$ cat src/rtl/axi3_ic_pkg.sv
// Shared definitions for the two-master AXI3 write-path crossbar:
// address map, response codes, slave-port FSM states and the address decoder.
// Optional feature macro: AXI3_IC_DECERR_EN (unmapped regions go to an internal
// DECERR slave instead of aliasing on AWADDR[28]).
package axi3_ic_pkg;

   localparam logic [3:0] S0_REGION = 4'h0;
   localparam logic [3:0] S1_REGION = 4'h1;

   localparam logic [1:0] OKAY   = 2'b00;
   localparam logic [1:0] DECERR = 2'b11;

   localparam logic [1:0] TGT_S0  = 2'd0;
   localparam logic [1:0] TGT_S1  = 2'd1;
   localparam logic [1:0] TGT_DEF = 2'd2;

   typedef enum logic [1:0] {
      PORT_IDLE = 2'd0,
      PORT_ADDR = 2'd1,
      PORT_DATA = 2'd2,
      PORT_RESP = 2'd3
   } port_state_t;

   // Maps a write address to the index of the slave port that serves it.
   function automatic logic [1:0] decode_target(input logic [31:0] addr);
`ifdef AXI3_IC_DECERR_EN
      if (addr[31:28] == S0_REGION)      decode_target = TGT_S0;
      else if (addr[31:28] == S1_REGION) decode_target = TGT_S1;
      else                               decode_target = TGT_DEF;
`else
      decode_target = addr[28] ? TGT_S1 : TGT_S0;
`endif
   endfunction

endpackage

$ cat src/rtl/axi3_ic_slave_port.sv
// One slave port of the crossbar: round-robin arbiter between the two masters,
// the IDLE/ADDR/DATA/RESP transaction FSM and the master-to-slave muxes.
// Slave-to-master return muxing is done by the top using owner/busy.
module axi3_ic_slave_port
   import axi3_ic_pkg::*;
(
   input  logic             clk,
   input  logic             rst_n,
   input  logic [1:0]       req,
   input  logic [1:0][31:0] m_awaddr,
   input  logic [1:0][3:0]  m_awlen,
   input  logic [1:0][2:0]  m_awsize,
   input  logic [1:0][1:0]  m_awburst,
   input  logic [1:0]       m_awvalid,
   input  logic [1:0][31:0] m_wdata,
   input  logic [1:0][3:0]  m_wstrb,
   input  logic [1:0]       m_wlast,
   input  logic [1:0]       m_wvalid,
   input  logic [1:0]       m_bready,
   output logic [31:0]      s_awaddr,
   output logic [3:0]       s_awlen,
   output logic [2:0]       s_awsize,
   output logic [1:0]       s_awburst,
   output logic             s_awvalid,
   input  logic             s_awready,
   output logic [31:0]      s_wdata,
   output logic [3:0]       s_wstrb,
   output logic             s_wlast,
   output logic             s_wvalid,
   input  logic             s_wready,
   input  logic [1:0]       s_bresp,
   input  logic             s_bvalid,
   output logic             s_bready,
   output logic             owner,
   output logic             busy,
   output logic             aw_ready,
   output logic             w_ready,
   output logic             b_valid,
   output logic [1:0]       b_resp
);

   port_state_t state;
   logic        winner;

   // Round-robin pick: owner still holds the last grantee after release, so on
   // contention the other master wins; reset value 1 makes M0 win first.
   always_comb begin
      winner = (req == 2'b11) ? ~owner : req[1];
   end

   // Transaction FSM; the grant is registered on leaving IDLE.
   always_ff @(posedge clk or negedge rst_n) begin
      if (!rst_n) begin
         state <= PORT_IDLE;
         owner <= 1'b1;
      end else begin
         case (state)
            PORT_IDLE: if (|req) begin
               owner <= winner;
               state <= PORT_ADDR;
            end
            PORT_ADDR: if (m_awvalid[owner] && s_awready) state <= PORT_DATA;
            PORT_DATA: if (m_wvalid[owner] && s_wready && m_wlast[owner]) state <= PORT_RESP;
            PORT_RESP: if (s_bvalid && m_bready[owner]) state <= PORT_IDLE;
            default:   state <= PORT_IDLE;
         endcase
      end
   end

   // Forward the owner's channels only in the phase that uses them; zero otherwise.
   always_comb begin
      busy      = (state != PORT_IDLE);
      s_awaddr  = '0;
      s_awlen   = '0;
      s_awsize  = '0;
      s_awburst = '0;
      s_awvalid = 1'b0;
      s_wdata   = '0;
      s_wstrb   = '0;
      s_wlast   = 1'b0;
      s_wvalid  = 1'b0;
      s_bready  = 1'b0;
      aw_ready  = 1'b0;
      w_ready   = 1'b0;
      b_valid   = 1'b0;
      b_resp    = '0;
      if (busy) begin
         s_awaddr  = m_awaddr[owner];
         s_awlen   = m_awlen[owner];
         s_awsize  = m_awsize[owner];
         s_awburst = m_awburst[owner];
      end
      if (state == PORT_ADDR) begin
         s_awvalid = m_awvalid[owner];
         aw_ready  = s_awready;
      end
      if (state == PORT_DATA) begin
         s_wdata  = m_wdata[owner];
         s_wstrb  = m_wstrb[owner];
         s_wlast  = m_wlast[owner];
         s_wvalid = m_wvalid[owner];
         w_ready  = s_wready;
      end
      if (state == PORT_RESP) begin
         s_bready = m_bready[owner];
         b_valid  = s_bvalid;
         b_resp   = s_bresp;
      end
   end

endmodule

$ cat src/rtl/axi3_interconnect.sv
// Two-master / two-slave AXI3 write-path crossbar (AW, W, B only).
// Each slave has its own port FSM so independent slaves run concurrently.
// Optional feature macro: AXI3_IC_DECERR_EN adds a third port backed by an
// internal default slave that answers every unmapped write with DECERR.
module axi3_interconnect
   import axi3_ic_pkg::*;
(
   input  logic        ACLK,
   input  logic        ARESETn,
   input  logic [31:0] M0_AWADDR,
   input  logic [3:0]  M0_AWLEN,
   input  logic [2:0]  M0_AWSIZE,
   input  logic [1:0]  M0_AWBURST,
   input  logic        M0_AWVALID,
   output logic        M0_AWREADY,
   input  logic [31:0] M0_WDATA,
   input  logic [3:0]  M0_WSTRB,
   input  logic        M0_WLAST,
   input  logic        M0_WVALID,
   output logic        M0_WREADY,
   output logic [1:0]  M0_BRESP,
   output logic        M0_BVALID,
   input  logic        M0_BREADY,
   input  logic [31:0] M1_AWADDR,
   input  logic [3:0]  M1_AWLEN,
   input  logic [2:0]  M1_AWSIZE,
   input  logic [1:0]  M1_AWBURST,
   input  logic        M1_AWVALID,
   output logic        M1_AWREADY,
   input  logic [31:0] M1_WDATA,
   input  logic [3:0]  M1_WSTRB,
   input  logic        M1_WLAST,
   input  logic        M1_WVALID,
   output logic        M1_WREADY,
   output logic [1:0]  M1_BRESP,
   output logic        M1_BVALID,
   input  logic        M1_BREADY,
   output logic [31:0] S0_AWADDR,
   output logic [3:0]  S0_AWLEN,
   output logic [2:0]  S0_AWSIZE,
   output logic [1:0]  S0_AWBURST,
   output logic        S0_AWVALID,
   input  logic        S0_AWREADY,
   output logic [31:0] S0_WDATA,
   output logic [3:0]  S0_WSTRB,
   output logic        S0_WLAST,
   output logic        S0_WVALID,
   input  logic        S0_WREADY,
   input  logic [1:0]  S0_BRESP,
   input  logic        S0_BVALID,
   output logic        S0_BREADY,
   output logic [31:0] S1_AWADDR,
   output logic [3:0]  S1_AWLEN,
   output logic [2:0]  S1_AWSIZE,
   output logic [1:0]  S1_AWBURST,
   output logic        S1_AWVALID,
   input  logic        S1_AWREADY,
   output logic [31:0] S1_WDATA,
   output logic [3:0]  S1_WSTRB,
   output logic        S1_WLAST,
   output logic        S1_WVALID,
   input  logic        S1_WREADY,
   input  logic [1:0]  S1_BRESP,
   input  logic        S1_BVALID,
   output logic        S1_BREADY
);

`ifdef AXI3_IC_DECERR_EN
   localparam int NPORT = 3;
`else
   localparam int NPORT = 2;
`endif

   logic [1:0][31:0] m_awaddr;
   logic [1:0][3:0]  m_awlen;
   logic [1:0][2:0]  m_awsize;
   logic [1:0][1:0]  m_awburst;
   logic [1:0]       m_awvalid;
   logic [1:0][31:0] m_wdata;
   logic [1:0][3:0]  m_wstrb;
   logic [1:0]       m_wlast;
   logic [1:0]       m_wvalid;
   logic [1:0]       m_bready;
   logic [1:0]       m_busy;
   logic [1:0]       m_awready;
   logic [1:0]       m_wready;
   logic [1:0]       m_bvalid;
   logic [1:0][1:0]  m_bresp;

   logic [1:0]  req       [NPORT];
   logic [31:0] s_awaddr  [NPORT];
   logic [3:0]  s_awlen   [NPORT];
   logic [2:0]  s_awsize  [NPORT];
   logic [1:0]  s_awburst [NPORT];
   logic        s_awvalid [NPORT];
   logic        s_awready [NPORT];
   logic [31:0] s_wdata   [NPORT];
   logic [3:0]  s_wstrb   [NPORT];
   logic        s_wlast   [NPORT];
   logic        s_wvalid  [NPORT];
   logic        s_wready  [NPORT];
   logic [1:0]  s_bresp   [NPORT];
   logic        s_bvalid  [NPORT];
   logic        s_bready  [NPORT];
   logic        owner     [NPORT];
   logic        busy      [NPORT];
   logic        aw_ready  [NPORT];
   logic        w_ready   [NPORT];
   logic        b_valid   [NPORT];
   logic [1:0]  b_resp    [NPORT];

   assign m_awaddr  = {M1_AWADDR,  M0_AWADDR};
   assign m_awlen   = {M1_AWLEN,   M0_AWLEN};
   assign m_awsize  = {M1_AWSIZE,  M0_AWSIZE};
   assign m_awburst = {M1_AWBURST, M0_AWBURST};
   assign m_awvalid = {M1_AWVALID, M0_AWVALID};
   assign m_wdata   = {M1_WDATA,   M0_WDATA};
   assign m_wstrb   = {M1_WSTRB,   M0_WSTRB};
   assign m_wlast   = {M1_WLAST,   M0_WLAST};
   assign m_wvalid  = {M1_WVALID,  M0_WVALID};
   assign m_bready  = {M1_BREADY,  M0_BREADY};

   assign s_awready[0] = S0_AWREADY;
   assign s_wready[0]  = S0_WREADY;
   assign s_bresp[0]   = S0_BRESP;
   assign s_bvalid[0]  = S0_BVALID;
   assign s_awready[1] = S1_AWREADY;
   assign s_wready[1]  = S1_WREADY;
   assign s_bresp[1]   = S1_BRESP;
   assign s_bvalid[1]  = S1_BVALID;
`ifdef AXI3_IC_DECERR_EN
   // Default slave: always ready; its response is only visible once the port
   // reaches RESP, so a constant DECERR with BVALID high is sufficient.
   assign s_awready[2] = 1'b1;
   assign s_wready[2]  = 1'b1;
   assign s_bresp[2]   = DECERR;
   assign s_bvalid[2]  = 1'b1;
`endif

   // A master that already owns a port cannot start a second write elsewhere.
   always_comb begin
      m_busy = '0;
      for (int k = 0; k < NPORT; k++) begin
         if (busy[k]) m_busy[owner[k]] = 1'b1;
      end
   end

   // Per-port request vectors from address decode of each master's AWADDR.
   always_comb begin
      for (int k = 0; k < NPORT; k++) begin
         req[k] = '0;
         for (int n = 0; n < 2; n++) begin
            req[k][n] = m_awvalid[n] & ~m_busy[n] & (decode_target(m_awaddr[n]) == 2'(k));
         end
      end
   end

   for (genvar k = 0; k < NPORT; k++) begin : g_port
      axi3_ic_slave_port u_port (
         .clk       (ACLK),
         .rst_n     (ARESETn),
         .req       (req[k]),
         .m_awaddr  (m_awaddr),
         .m_awlen   (m_awlen),
         .m_awsize  (m_awsize),
         .m_awburst (m_awburst),
         .m_awvalid (m_awvalid),
         .m_wdata   (m_wdata),
         .m_wstrb   (m_wstrb),
         .m_wlast   (m_wlast),
         .m_wvalid  (m_wvalid),
         .m_bready  (m_bready),
         .s_awaddr  (s_awaddr[k]),
         .s_awlen   (s_awlen[k]),
         .s_awsize  (s_awsize[k]),
         .s_awburst (s_awburst[k]),
         .s_awvalid (s_awvalid[k]),
         .s_awready (s_awready[k]),
         .s_wdata   (s_wdata[k]),
         .s_wstrb   (s_wstrb[k]),
         .s_wlast   (s_wlast[k]),
         .s_wvalid  (s_wvalid[k]),
         .s_wready  (s_wready[k]),
         .s_bresp   (s_bresp[k]),
         .s_bvalid  (s_bvalid[k]),
         .s_bready  (s_bready[k]),
         .owner     (owner[k]),
         .busy      (busy[k]),
         .aw_ready  (aw_ready[k]),
         .w_ready   (w_ready[k]),
         .b_valid   (b_valid[k]),
         .b_resp    (b_resp[k])
      );
   end

   // Return path: each master sees only the port it currently owns.
   always_comb begin
      m_awready = '0;
      m_wready  = '0;
      m_bvalid  = '0;
      m_bresp   = '0;
      for (int k = 0; k < NPORT; k++) begin
         if (busy[k]) begin
            m_awready[owner[k]] = m_awready[owner[k]] | aw_ready[k];
            m_wready[owner[k]]  = m_wready[owner[k]]  | w_ready[k];
            m_bvalid[owner[k]]  = m_bvalid[owner[k]]  | b_valid[k];
            m_bresp[owner[k]]   = m_bresp[owner[k]]   | b_resp[k];
         end
      end
   end

   assign M0_AWREADY = m_awready[0];
   assign M0_WREADY  = m_wready[0];
   assign M0_BVALID  = m_bvalid[0];
   assign M0_BRESP   = m_bresp[0];
   assign M1_AWREADY = m_awready[1];
   assign M1_WREADY  = m_wready[1];
   assign M1_BVALID  = m_bvalid[1];
   assign M1_BRESP   = m_bresp[1];

   assign S0_AWADDR  = s_awaddr[0];
   assign S0_AWLEN   = s_awlen[0];
   assign S0_AWSIZE  = s_awsize[0];
   assign S0_AWBURST = s_awburst[0];
   assign S0_AWVALID = s_awvalid[0];
   assign S0_WDATA   = s_wdata[0];
   assign S0_WSTRB   = s_wstrb[0];
   assign S0_WLAST   = s_wlast[0];
   assign S0_WVALID  = s_wvalid[0];
   assign S0_BREADY  = s_bready[0];
   assign S1_AWADDR  = s_awaddr[1];
   assign S1_AWLEN   = s_awlen[1];
   assign S1_AWSIZE  = s_awsize[1];
   assign S1_AWBURST = s_awburst[1];
   assign S1_AWVALID = s_awvalid[1];
   assign S1_WDATA   = s_wdata[1];
   assign S1_WSTRB   = s_wstrb[1];
   assign S1_WLAST   = s_wlast[1];
   assign S1_WVALID  = s_wvalid[1];
   assign S1_BREADY  = s_bready[1];

endmodule

$ cat config.mk
export PLATFORM = sky130hd
export DESIGN_NAME = axi3_interconnect
export DESIGN_NICKNAME = d
export VERILOG_FILES = /design/src/rtl/axi3_ic_pkg.sv /design/src/rtl/axi3_ic_slave_port.sv /design/src/rtl/axi3_interconnect.sv
export SDC_FILE = /design/constraint.sdc
export NUM_CORES = 1
export LEC_CHECK = 0
export CAP_MARGIN = 40
export CORE_AREA = 2 2 135 137
export DETAILED_ROUTE_END_ITERATION = 8
export DIE_AREA = 0 0 137 139
export REMOVE_ABC_BUFFERS = 1
export SLEW_MARGIN = 30
export SYNTH_ARGS = -nofsm -noshare
export SYNTH_HDL_FRONTEND = slang
export SYNTH_SLANG_ARGS = --single-unit
$ cat constraint.sdc
create_clock -name ACLK -period 2.6 [get_ports ACLK]
set_input_delay 0.78 -clock ACLK [delete_from_list [all_inputs] [get_ports ACLK]]
set_output_delay 0.78 -clock ACLK [all_outputs]
set_load 0.005 [all_outputs]
Word level (Yosys, flattened, before mapping)
Cells that the tools add are included.
{ "classes": {"shifts": 0, "reduce_logical": 22, "bitwise": 23, "n_addsub": 0, "mux": 114, "eq_ne": 18, "order_cmp": 4, "n_mul": 0, "div_mod_pow": 0} }
{ "ops": {"columns": ["cell", "n"], "rows": [
  ["$mux W32", 12],
  ["$mux W2", 29],
  ["$mux W4", 14],
  ["$mux W1", 43],
  ["$mux W3", 6],
  ["$ne A2 B1 Y1 const B", 8],
  ["$pmux W2 S4", 2],
  ["$eq A2 B2 Y1 const B", 6],
  ["$logic_and A1 B1 Y1", 10],
  ["$logic_not A2 Y1", 4],
  ["$reduce_and A4 Y1", 2],
  ["$and A1 B1 Y1", 6],
  ["$and A2 B2 Y2", 3],
  ["$bwmux W2", 3],
  ["$or A1 B1 Y1", 6],
  ["$or A2 B2 Y2", 3],
  ["$and A4 B4 Y4", 1],
  ["$bwmux W4", 1],
  ["$demux W2 S1", 2],
  ["$eq A2 B1 Y1 const B", 2],
  ["$lt A1 B2 Y1 const B", 2],
  ["$not A1 Y1", 4],
  ["$reduce_and A2 Y1", 2],
  ["$reduce_bool A2 Y1", 2],
  ["other kinds (4)", 8]
]} }
{ "totals": {"ff_bits": 6, "word_cells": 185, "mem_bits_rw": 0, "romBits": 0, "latch_bits": 0, "output_inout_bits": 172, "in_bits": 174, "mem_count": 0} }

Logic depth before layout (Yosys ltp)
{ "logic_depth": {"depth_word": 13, "ltp_mapped": 9, "mapped_depth_nobuf": 7} }

By module
Synthesis repeated with hierarchy kept, for this count alone.
{ "unflattened": {"cells_unflattened": 444, "area_unflattened_um2": 3357.0} }
{ "modules_own_cells": {"columns": ["module", "instances", "area_each_um2", "seq_area_each_um2", "cells_per_inst"], "rows": [
  ["axi3_ic_slave_port", 2, 1577.8, 76.3, 209],
  ["axi3_interconnect", 1, 201.4, 0.0, 26]
]} }

Worst setup path before layout
Ideal clock, no wire load.
{ "synth_timing": {"path_type": "register to output", "startpoint": "register g_port[1].u_port.owner", "endpoint": "output port S1_WDATA[0]", "path_buffers": 3, "required_time_ns": 1.820, "path_stages_with_launch": 6, "slack_ns": 0.483, "arrival_time_ns": 1.337, "cell_sequence": "dfstp_2 > buf_2 > buf_2 > buf_2 > mux2i_1 > nor2b_1"} }
{ "synth_via": {"elab_chain_cells": 3} }
{ "synth_rtl": {"columns": ["item", "line_no", "text"], "rows": [
  ["from (decl)", "axi3_ic_slave_port.sv:34", "output logic owner,"],
  ["from (signal assigned)", "axi3_ic_slave_port.sv:59", "owner <= winner;"],
  ["$mux W32 (implied by the code) (2 in a row)", "axi3_ic_slave_port.sv:98", "s_wdata = m_wdata[owner];"],
  ["$mux W32", "axi3_ic_slave_port.sv:97", "if (state == PORT_DATA) begin"],
  ["to (decl)", "axi3_interconnect.sv:58", "output logic [31:0] S1_WDATA,"]
]} }
No other way between the ends. The select of a mux whose other input is x is not followed.

Worst setup path after layout
{ "layout_timing": {"startpoint": "register g_port[1].u_port.owner", "endpoint": "output port S1_AWADDR[9]"} }
{ "layout_via": {"elab_chain_cells": 3} }
{ "layout_rtl": {"columns": ["item", "line_no", "text"], "rows": [
  ["$mux W32 (implied by the code) (2 in a row)", "axi3_ic_slave_port.sv:88", "s_awaddr = m_awaddr[owner];"],
  ["$mux W32", "axi3_ic_slave_port.sv:87", "if (busy) begin"],
  ["to (decl)", "axi3_interconnect.sv:52", "output logic [31:0] S1_AWADDR,"]
]} }
No other way between the ends. The select of a mux whose other input is x is not followed.

==> summary.md <==
The area growth from synthesis to layout is 146%. Once detailed placement completed, the half-perimeter wirelength came to 15100 µm. The tools report the cell at the root of the clock tree as clkbuf_16. For this design the static power due to leakage is 3.94 nW.

The mean instance size in the synthesized netlist is 7.40 µm². The worst register-to-register path ends at g_port[0].u_port.state[1]. The run gives 40 as the largest net degree at the start of global routing. Yosys attributes the largest share of cell area to mux2i_1 50%, nor2b_1 15%, nor2_1 9.7%.

TritonCTS built the clock tree. The time the final worst path needs with I/O delays and setup works out to 2.59 ns. Data on the critical path is required at its endpoint by 1.82 ns. The minimum setup slack after placement came out at -0.547 ns. Setup repair after global routing could not meet its margin everywhere.

The library cells used most frequently in the layout, excluding fill and tap cells, are 149 x clkdlybuf4s50_1, 142 x mux2i_1, 124 x dlygate4sd2_1. The first global-routing pass estimated 28100 µm of wire. The number of warnings issued by yosys is 0, and the number of routed nets with antenna violations is 0. Clock-pin slew was measured on the worst setup and hold paths at 0.03 ns. The maximum VDD drop is 0.419 mV. At the worst endpoint, the arrival time is 1.81 ns.

The instance area at placement was 7480 µm². The count of state elements after synthesis came out at 6. The tools report the worst max-slew margin expressed relative to the limit as 0.725. Most frequent standard cell in the layout excluding fill and tap cells: clkdlybuf4s50_1.

The tools report the total negative slack for setup checks as 0 ns. The cell that appears most often on the critical path is buf_12. The share of the yosys chip area belonging to registers was 0.0469; the clock latency at the later pin of the worst-skew pair was 0.23 ns.

The number of vias after detailed routing came out at 4747. Clock skew on the completed layout was measured at 0.00172 ns. Traced cell by cell, the critical path runs through buf_12, buf_12, buf_12, mux2i_1, nor2_1, dlygate4sd2_1.

Counting along the longest clock path gives a buffer depth of 2. STA classifies the critical path startpoint as a flip-flop. The final-report hold violation count came out at 0.

The logs give 4838 for the via count of the first global-routing pass and 1 for the CTS H-tree depth. The path category of the worst min-delay check is flip-flop to flip-flop. The worst setup path is of the flip-flop to output pin kind. For this block, the initial DRC count from the detailed router was 129. Final hold analysis gives a worst-case slack of 0.634 ns.

Largest family of logic cells by synthesized area: multiplexers. The max-slew violation count was 0. Setup violations remaining at the end of the flow were counted as 0. The count of cells along the worst register-to-register path was 8; the proportion of netlist area held by the largest area contributor was 0.504. The tool flagged a number of max-cap violations equal to 0.

The transition at the pin with the smallest max-transition slack was 0.412 ns; the average routed wire per standard cell was 18.0 µm. The logs give 0.845 for the global placer's final weighted congestion and 0.00909 ns for the post-layout worst setup margin. In this run the tool buffered the top-level ports with 345 buffer cells.

The power density normalized to cell area was 992 nW/µm². The worst-case register-to-register setup slack was 0.42 ns. The tools report the element type at the critical path end as an output pin. The flow ran to the end, and the final reports show no timing, DRC or antenna violations. The number of optimization iterations in the first detailed-route pass is 6, and the power consumption is 7.96 mW. The largest total area in the synthesized netlist belongs to mux2i_1. The most critical setup path has its startpoint at g_port[1].u_port.owner. The floorplan step defined a die boundary enclosing 19000 µm².

The mux share of post-synthesis cell area came out at 0.512. The number of antenna violations at the first check in global routing was 0. For the remaining global-route overflow, the log shows 0. The highest cell delay on the worst timing path was 0.69 ns; the synthesized-area fraction occupied by adder cells was 0.0346. The tree built by TritonCTS fans out to 6 sinks. The post-layout instance area was 8020 µm²; the clock buffer count from CTS was 3. Dividing the detail-routed via count by the number of cells gives 4.41. In this run the vertical extent of the chip is 139 µm.

The initial core utilization is 0.184, and the simple-gate area share of the yosys netlist is 0.300. Of all nets on the critical path, the largest fanout is 6. The combined global-route utilization of all metal layers was 0.190. The last element of the critical path was S1_AWADDR[9]. For the number of DRC violations after detailed routing, the log shows 0. After synthesis the cells add up to 3250 µm².

Static timing analysis puts the maximum clock frequency at 0.386 GHz. For this run, the post-layout net count is 1032. The portion of the clock cycle consumed by the worst path in the final layout was 0.997; the area of the core was 17700 µm². Yosys mapped the design onto 27 distinct sky130hd cell types. The share of the synthesized area in compound gates (AO/OA/AOI/OAI) came out at 0.0361. Row generation in the floorplan step produced 49 rows.

The XOR/XNOR share of the synthesized area works out to 0. The run gives 346 as the I/O pin count. The width of the chip came out at 137 µm. The hold buffer count at cts was 0; the final wirelength was 19400 µm.

The count of mapped cells out of synthesis was 440; the share of cells above drive strength 1 was 0.218. 0 antenna diodes ended up in the layout. The cell with the biggest individual delay on the critical path is dfstp_4. The startpoint identified for the worst register-to-register timing path is g_port[0].u_port.owner.
## critical path: cells and delay by family, from the launching register on
kind	cells	cell delay (ns)
flip-flops	1	0.69
AND/OR/NAND/NOR	1	0.06
buffers and inverters	4	0.62
multiplexers	1	0.21
## worst min path at each step
stage / from / end / slack, ns / cells after the start
final: g_port[1].u_port.state[1] / g_port[1].u_port.state[1] / 0.63 / 2
after global routing: g_port[0].u_port.state[1] / g_port[0].u_port.state[1] / 0.66 / 2
after CTS: g_port[1].u_port.state[1] / g_port[1].u_port.state[1] / 0.64 / 2
after detailed placement: g_port[1].u_port.state[1] / g_port[1].u_port.state[1] / 0.61 / 2
after global placement: g_port[1].u_port.state[1] / g_port[1].u_port.state[1] / 0.61 / 2
after floorplan: ARESETn / g_port[0].u_port.state[0] / 0.48 / 0
## cell type report
type / count / area, µm²
timing repair buffer: 444 / 4300
fill: 1802 / 9640
tap: 229 / 287
inverter: 9 / 33.8
multi-input combinational: 385 / 3160
sequential: 6 / 160
clock buffer: 4 / 78.8
## sequential cells by signal, indices dropped and copies added (netlist names)
signal               flops
g_port.u_port.state      4
g_port.u_port.owner      2
## cell usage after synthesis
cell type / number
a31oi_1: 1
a32oi_1: 1
and3_4: 1
buf_1: 2
buf_2: 22
buf_6: 2
clkbuf_1: 14
dfrtp_1: 4
dfstp_2: 2
ha_1: 9
inv_1: 9
mux2_2: 1
mux2_4: 1
mux2i_1: 164
nand2_1: 11
nand2b_1: 2
nand3_1: 4
nand3b_1: 1
nand3b_4: 1
nand4_1: 3
nand4b_1: 2
nor2_1: 84
nor2b_1: 80
o21ai_0: 5
o22ai_1: 10
o31ai_1: 2
or2_1: 2
## cells by family (layout without fill, tap and decap cells)
logic type | Yosys count | count (layout)
buffers and inverters | 49 | 457
adders and majority gates | 9 | 9
muxes | 166 | 166
AOI/OAI and AO/OA | 19 | 19
and+or+nand+nor | 191 | 191
DFF | 6 | 6
## power breakdown
group	switching (mW)	internal [mW]	total [mW]
combinational	3.19	4.26	7.46
sequential	0.0705	0.171	0.241
clock	0.0536	0.204	0.257
## through the flow
step,cells,utilization
floorplan,400,-
global placement,1039,0.423
detailed placement,1039,0.423
CTS,1075,0.451
global route,1077,0.454
finish,1077,0.454
## per-layer routing
metal  global-route usage  wire length (µm)  vias to the layer above
li1                     -                 -                     2333
met1                0.219              7630                     2166
met2                0.357              9770                      232
met3               0.0402              1730                       16
met4               0.0309               280                        0
met5                    0                 0                        -
## what timing repair did
action	in CTS	in global routing
setup buffers	25	3
gates cloned	7	0
resized for setup	292	96
pin swaps	6	4
endpoints found under the setup margin	172	60
Power figures use the tool's default switching activity.
